--- config.mk ---
export PLATFORM = sky130hd
export DESIGN_NAME = mul_div_unit
export DESIGN_NICKNAME = d
export VERILOG_FILES = /design/src/rtl/mul_div_unit_pkg.sv /design/src/rtl/mul_div_sign_fix.sv /design/src/rtl/mul_div_unit.sv
export SDC_FILE = /design/constraint.sdc
export NUM_CORES = 1
export LEC_CHECK = 0
export ABC_AREA = 0
export BUFFER_PORTS_ARGS = -buffer_cell sky130_fd_sc_hd__buf_4
export CAP_MARGIN = 20
export CORE_UTILIZATION = 55
export CTS_CLUSTER_DIAMETER = 40
export DETAILED_ROUTE_END_ITERATION = 6
export MAX_ROUTING_LAYER = met4
export PLACE_DENSITY = 0.74
export SLEW_MARGIN = 20
export SYNTH_ARGS = -nofsm -noshare
export SYNTH_HDL_FRONTEND = slang
export SYNTH_SLANG_ARGS = --single-unit
export TNS_END_PERCENT = 30
--- constraint.sdc ---
create_clock -name clk_i -period 4.5 [get_ports clk_i]
set_input_delay 0.675 -clock clk_i [delete_from_list [all_inputs] [get_ports clk_i]]
set_output_delay 0.675 -clock clk_i [all_outputs]
set_load 0.02 [all_outputs]
--- src/rtl/mul_div_unit_pkg.sv ---
// Shared encodings for the iterative RV32M multiply/divide unit.
package mul_div_unit_pkg;

    typedef enum logic [2:0] {
        MULDIV_MUL    = 3'd0,
        MULDIV_MULH   = 3'd1,
        MULDIV_MULHSU = 3'd2,
        MULDIV_MULHU  = 3'd3,
        MULDIV_DIV    = 3'd4,
        MULDIV_DIVU   = 3'd5,
        MULDIV_REM    = 3'd6,
        MULDIV_REMU   = 3'd7
    } muldiv_op_e;

    typedef enum logic [1:0] {
        IDLE = 2'd0,
        CALC = 2'd1,
        DONE = 2'd2
    } muldiv_state_e;

    localparam logic [6:0] MULDIV_FUNCT7 = 7'b0000001;

endpackage

--- src/rtl/mul_div_sign_fix.sv ---
// Conditional two's complement negate; doubles as absolute value.
module mul_div_sign_fix #(
    parameter int W = 32
) (
    input  logic [W-1:0] value,
    input  logic         neg,
    output logic [W-1:0] result
);

    assign result = neg ? (~value + W'(1)) : value;

endmodule

--- src/rtl/mul_div_unit.sv ---
// Iterative RV32M multiply/divide unit, one bit per cycle.
// MULDIV_EARLY_OUT_EN lets trivial ops skip the iteration phase.
module mul_div_unit
    import mul_div_unit_pkg::*;
#(
    parameter int XLEN  = 32,
    parameter int CNT_W = 6
) (
    input  logic            clk_i,
    input  logic            rst_i,
    input  logic            start_i,
    input  logic [2:0]      funct3_i,
    input  logic [XLEN-1:0] rs1_data_i,
    input  logic [XLEN-1:0] rs2_data_i,
    input  logic [4:0]      rd_addr_i,
    output logic            busy_o,
    output logic            done_o,
    output logic            RegWrite_o,
    output logic [4:0]      rd_addr_o,
    output logic [XLEN-1:0] rd_data_o
);

    muldiv_state_e   state;
    muldiv_op_e      op, op_in;
    logic [CNT_W-1:0] cnt;
    logic [4:0]      rd_q;
    logic            neg, div_zero, ovf, mul_zero;
    logic [XLEN-1:0] a_save, opb, rem;
    logic [2*XLEN-1:0] prod;

    logic            a_signed, b_signed, neg_in;
    logic            div_zero_in, ovf_in, mul_zero_in;
    logic [XLEN-1:0] abs_a, abs_b;

    assign op_in = muldiv_op_e'(funct3_i);

    always_comb begin
        a_signed = 1'b0;
        b_signed = 1'b0;
        neg_in   = 1'b0;
        unique case (op_in)
            MULDIV_MULH, MULDIV_DIV: begin
                a_signed = 1'b1;
                b_signed = 1'b1;
                neg_in   = rs1_data_i[XLEN-1] ^ rs2_data_i[XLEN-1];
            end
            MULDIV_REM: begin
                a_signed = 1'b1;
                b_signed = 1'b1;
                neg_in   = rs1_data_i[XLEN-1];
            end
            MULDIV_MULHSU: begin
                a_signed = 1'b1;
                neg_in   = rs1_data_i[XLEN-1];
            end
            default: ;
        endcase
    end

    assign div_zero_in = op_in[2] && (rs2_data_i == '0);
    assign ovf_in = (op_in == MULDIV_DIV || op_in == MULDIV_REM)
                  && (rs1_data_i == {1'b1, {(XLEN-1){1'b0}}})
                  && (rs2_data_i == '1);
    assign mul_zero_in = !op_in[2]
                       && (rs1_data_i == '0 || rs2_data_i == '0);

    mul_div_sign_fix #(.W(XLEN)) u_abs_a (
        .value (rs1_data_i),
        .neg   (a_signed & rs1_data_i[XLEN-1]),
        .result(abs_a)
    );

    mul_div_sign_fix #(.W(XLEN)) u_abs_b (
        .value (rs2_data_i),
        .neg   (b_signed & rs2_data_i[XLEN-1]),
        .result(abs_b)
    );

    // Multiply: multiplier sits in prod low half and shifts out LSB first.
    logic [XLEN:0]     mul_sum;
    logic [2*XLEN-1:0] mul_next;
    assign mul_sum  = {1'b0, prod[2*XLEN-1:XLEN]} + {1'b0, opb};
    assign mul_next = prod[0] ? {mul_sum, prod[XLEN-1:1]}
                              : {1'b0, prod[2*XLEN-1:1]};

    // Divide: prod low half holds dividend bits, refilled with quotient bits.
    logic [XLEN:0] div_shift, div_trial;
    assign div_shift = {rem, prod[XLEN-1]};
    assign div_trial = div_shift - {1'b0, opb};

    logic [2*XLEN-1:0] prod_fix;
    logic [XLEN-1:0]   quot_fix, rem_fix, result;

    mul_div_sign_fix #(.W(2*XLEN)) u_fix_prod (
        .value (prod),
        .neg   (neg),
        .result(prod_fix)
    );

    mul_div_sign_fix #(.W(XLEN)) u_fix_quot (
        .value (prod[XLEN-1:0]),
        .neg   (neg),
        .result(quot_fix)
    );

    mul_div_sign_fix #(.W(XLEN)) u_fix_rem (
        .value (rem),
        .neg   (neg),
        .result(rem_fix)
    );

    always_comb begin
        result = '0;
        unique case (op)
            MULDIV_MUL:
                result = prod_fix[XLEN-1:0];
            MULDIV_MULH, MULDIV_MULHSU, MULDIV_MULHU:
                result = prod_fix[2*XLEN-1:XLEN];
            MULDIV_DIV, MULDIV_DIVU:
                result = div_zero ? '1
                       : ovf ? {1'b1, {(XLEN-1){1'b0}}} : quot_fix;
            MULDIV_REM, MULDIV_REMU:
                result = div_zero ? a_save : ovf ? '0 : rem_fix;
        endcase
        if (mul_zero) result = '0;
    end

    always_ff @(posedge clk_i) begin
        if (rst_i) begin
            state      <= IDLE;
            op         <= MULDIV_MUL;
            cnt        <= '0;
            rd_q       <= '0;
            neg        <= 1'b0;
            div_zero   <= 1'b0;
            ovf        <= 1'b0;
            mul_zero   <= 1'b0;
            a_save     <= '0;
            opb        <= '0;
            rem        <= '0;
            prod       <= '0;
            busy_o     <= 1'b0;
            done_o     <= 1'b0;
            RegWrite_o <= 1'b0;
            rd_addr_o  <= '0;
            rd_data_o  <= '0;
        end else begin
            done_o     <= 1'b0;
            RegWrite_o <= 1'b0;
            unique case (state)
                IDLE: begin
                    // busy_o still high here marks the done cycle; no accept.
                    if (start_i && !busy_o) begin
                        op       <= op_in;
                        rd_q     <= rd_addr_i;
                        neg      <= neg_in;
                        div_zero <= div_zero_in;
                        ovf      <= ovf_in;
                        mul_zero <= mul_zero_in;
                        a_save   <= rs1_data_i;
                        rem      <= '0;
                        busy_o   <= 1'b1;
                        if (op_in[2]) begin
                            prod <= {{XLEN{1'b0}}, abs_a};
                            opb  <= abs_b;
                        end else begin
                            prod <= {{XLEN{1'b0}}, abs_b};
                            opb  <= abs_a;
                        end
`ifdef MULDIV_EARLY_OUT_EN
                        if (div_zero_in || ovf_in || mul_zero_in) begin
                            cnt   <= CNT_W'(1);
                            state <= DONE;
                        end else begin
                            cnt   <= CNT_W'(XLEN);
                            state <= CALC;
                        end
`else
                        cnt   <= CNT_W'(XLEN);
                        state <= CALC;
`endif
                    end else begin
                        busy_o <= 1'b0;
                    end
                end
                CALC: begin
                    cnt <= cnt - CNT_W'(1);
                    if (op[2]) begin
                        rem  <= div_trial[XLEN] ? div_shift[XLEN-1:0]
                                                : div_trial[XLEN-1:0];
                        prod <= {prod[2*XLEN-1:XLEN],
                                 prod[XLEN-2:0], ~div_trial[XLEN]};
                    end else begin
                        prod <= mul_next;
                    end
                    if (cnt == CNT_W'(1)) state <= DONE;
                end
                DONE: begin
                    // A non-zero count here is the early-out settle cycle.
                    if (cnt != '0) begin
                        cnt <= cnt - CNT_W'(1);
                    end else begin
                        rd_data_o  <= result;
                        rd_addr_o  <= rd_q;
                        done_o     <= 1'b1;
                        RegWrite_o <= (rd_q != 5'd0);
                        state      <= IDLE;
                    end
                end
                default: state <= IDLE;
            endcase
        end
    end

endmodule

==> metrics.cfg <==
[clocking]
cts_setup_buffers = 0
path_clk_slew_ps = 60
numCtsBuffers = 44
clock_path_buffers = 3
clkLatencyLatePin_ps = 570
cts.htree.levels = 2
hold_buffers = 0
numClockSinks = 220
cts_tree = done
cts-root-buf = clkbuf_16
cts_resized = 0

[sta]
fin_worst_skew_ps = 29.0
slew_headroom_pct = 30.7
setup_viol = 0
slew_viol_final = 0
period_needed_ps = 3800
rsz0062_at_grt = false
fin_tns_setup_ps = 0
post-route-period-util_pct = 84.5
fmax_ghz = 0.263
hold_viol = 0
hold_slack_ps = 359
tightest_slew_ps = 1040

[floorplanning]
die_x_um = 179
placementRows = 64
die_h_um = 179
core_area_um2 = 30700
dieArea_um2 = 31900
start_util_pct = 55.9
io_pins = 115

[global_route]
grt_max_degree = 76
grt_pass1_vias = 16600
grt_pass1_wl_um = 101000
grt_usage_pct = 43.8
grt-ovfl-total = 0
antenna_found_initial = 0

[synth]
ys_top_cells_by_area = dfxtp_1 26%, a21oi_1 7.2%, nand2_1 6.7%, xnor2_1 6.4%, ha_1 5.6%
yosys-top-cells-count = 306 x nand2_1, 247 x a21oi_1, 220 x dfxtp_1
synthMuxAreaShare_pct = 4.66
ys_seq_area_share_pct = 25.7
synth_ff_type = dfxtp_1
yosys_warnings = 0
synth-simple-area-share_pct = 20.9
synth_seq_cells = 220
ys_types = 79
synth_top_family_by_area = compound AO/OA/AOI/OAI gates
synth_most_common_cell = nand2_1
synthXorXnorAreaFrac_pct = 10.1
synth_compound_area_share_pct = 27.7
yosys.area.top_type = dfxtp_1
ys_async_sr_fraction_pct = 0
synthAdderAreaFrac_pct = 5.85
synth_edf_count = 0
syn-instance-count = 2332
synth_area_um2 = 17100
syn_nets = 2486
avgSynthCellArea_um2 = 7.35
synth_top_area_share_pct = 25.7

[route]
wire_per_inst_um = 24.4
drtIter0Drc = 2184
postRouteAntennaNets = 0
vias = 18600
wl_um = 68500
drc = 0
firstDrtPassIters = 6
via_per_inst = 6.62

[finish]
multi_input_area_um2 = 11900
final_cells = 2810
fillers = 2742
layout.nets = 2534
seq_area_um2 = 4410
area_delta_synth_final_pct = 15.9
drive_gt1_share_pct = 12.0
diodes = 0

[hold_path]
worstHoldPathType = in2reg

[placed_design]
port_buffers = 114
dpl.cell_count = 2729
dp_hpwl_um = 52300
gp_congestion = 1.06

[run]
maxCapViolations = 0

[power]
pwr_density_cell_nw_per_um2 = 542
ir_worst_vdd_v = 0.000418
p_leak_nw = 7.78

[setup_path]
path_cells = inv_1 > fa_1 > nand2b_1 > a21oi_1 > nor3b_1 > o2111ai_1 > nand4_1 > a211oi_1 > or3_1 > buf_4 > mux2i_1 > o21ai_0
critPathRequiredTime_ps = 4890
cp-start-kind = flip-flop
worst-path-buf-inv = 2
slowest_delay_ps = 480
crit_family = compound AO/OA/AOI/OAI gates
cp-end-kind = flip-flop
critPathSlowestCell = fa_1
critPathMaxFanout = 13
cp.arrival_ps = 4190
path_class = reg2reg

[run_status]
status = finished, final reports clean

-- power breakdown --
part | total, mW | switching, mW | internal [mW]
registers | 2.77 | 0.529 | 2.24
logic | 4.36 | 2.86 | 1.50
clock network | 3.64 | 1.25 | 2.39
total | 10.8 | 4.63 | 6.14
-- path summary, 6_finish.rpt --
check	slack [ps]	from	endpoint	cells after the start
min	360	rd_addr_i[2]	rd_q[2]$_SDFFE_PP0P_	3
max reg2reg	700	rem[0]$_SDFFE_PP0P_	rem[23]$_SDFFE_PP0P_	12
max	700	rem[0]$_SDFFE_PP0P_	rem[23]$_SDFFE_PP0P_	12
min reg2reg	450	rd_data_o[11]$_SDFFE_PP0P_	rd_data_o[11]$_SDFFE_PP0P_	2
-- area by class of cell --
| class | count | share of cell area (%) |
|---|---|---|
| clock buffer | 48 | 5.77 |
| multi-input combinational | 1881 | 59.9 |
| clock inverter | 32 | 2.40 |
| tap | 396 | 2.49 |
| inverter | 80 | 1.51 |
| timing repair buffer | 153 | 5.78 |
| sequential | 220 | 22.2 |
-- tightest hold or removal path, stage by stage --
cell	delay, ps
buf_4	110
nand2_1	50
a21oi_1	50
-- cells in the final DEF (no fill, tap or decap), drive strengths merged, types with 11 or more instances in the layout --
cell / count
xor2: 73
or3: 28
nand4: 17
nand2b: 29
o211ai: 21
dfxtp: 220
nor4: 22
clkbuf: 48
nor3: 70
o21bai: 11
clkinv: 14
o21ai: 168
xnor2: 125
a21oi: 247
inv: 88
a211oi: 54
ha: 77
nor2: 208
o22ai: 15
a221oi: 23
mux2i: 55
or4: 21
o41ai: 15
a21o: 19
o21a: 12
nand3: 26
mux2: 22
a31oi: 18
o31ai: 40
buf: 153
o221ai: 17
a22oi: 37
nand2: 307
-- flip-flops by register name (all words and copies together) (netlist names) --
register    count
div_zero        1
neg             1
rem            32
rd_addr_o       5
ovf             1
done_o          1
op              3
busy_o          1
a_save         32
opb            32
RegWrite_o      1
state           2
mul_zero        1
rd_q            5
cnt             6
prod           64
rd_data_o      32
-- per-stage QoR --
stage	total power, mW	worst slack, ps	util, %	instance area (µm²)
2_1_floorplan	5.52	1040	-	17100
3_3_place_gp	6.90	870	59.5	18200
3_5_place_dp	6.96	860	59.5	18200
4_1_cts	10.6	832	64.8	19900
5_1_grt	11.2	380	64.8	19900
6_report	10.8	699	64.8	19900
-- routing by layer --
| metal | routed length (µm) | part of all wire [%] | track usage (%) |
|---|---|---|---|
| met2 | 28400 | 42 | 62.0 |
| met3 | 7090 | 10 | 7.50 |
| met5 | 0 | 0 | - |
| met4 | 4820 | 7.0 | 27.0 |
| met1 | 28200 | 41 | 57.6 |
-- logic make-up (layout without fill, tap and decap cells) --
logic type	count (synthesis)	count (layout)
mux	77	77
simple gates	779	779
compound gates	748	748
fa+ha+maj	79	79
flops	220	220
xor+xnor	198	198
buf+inv	231	313
Note: power is estimated with default switching activity, not from simulation.
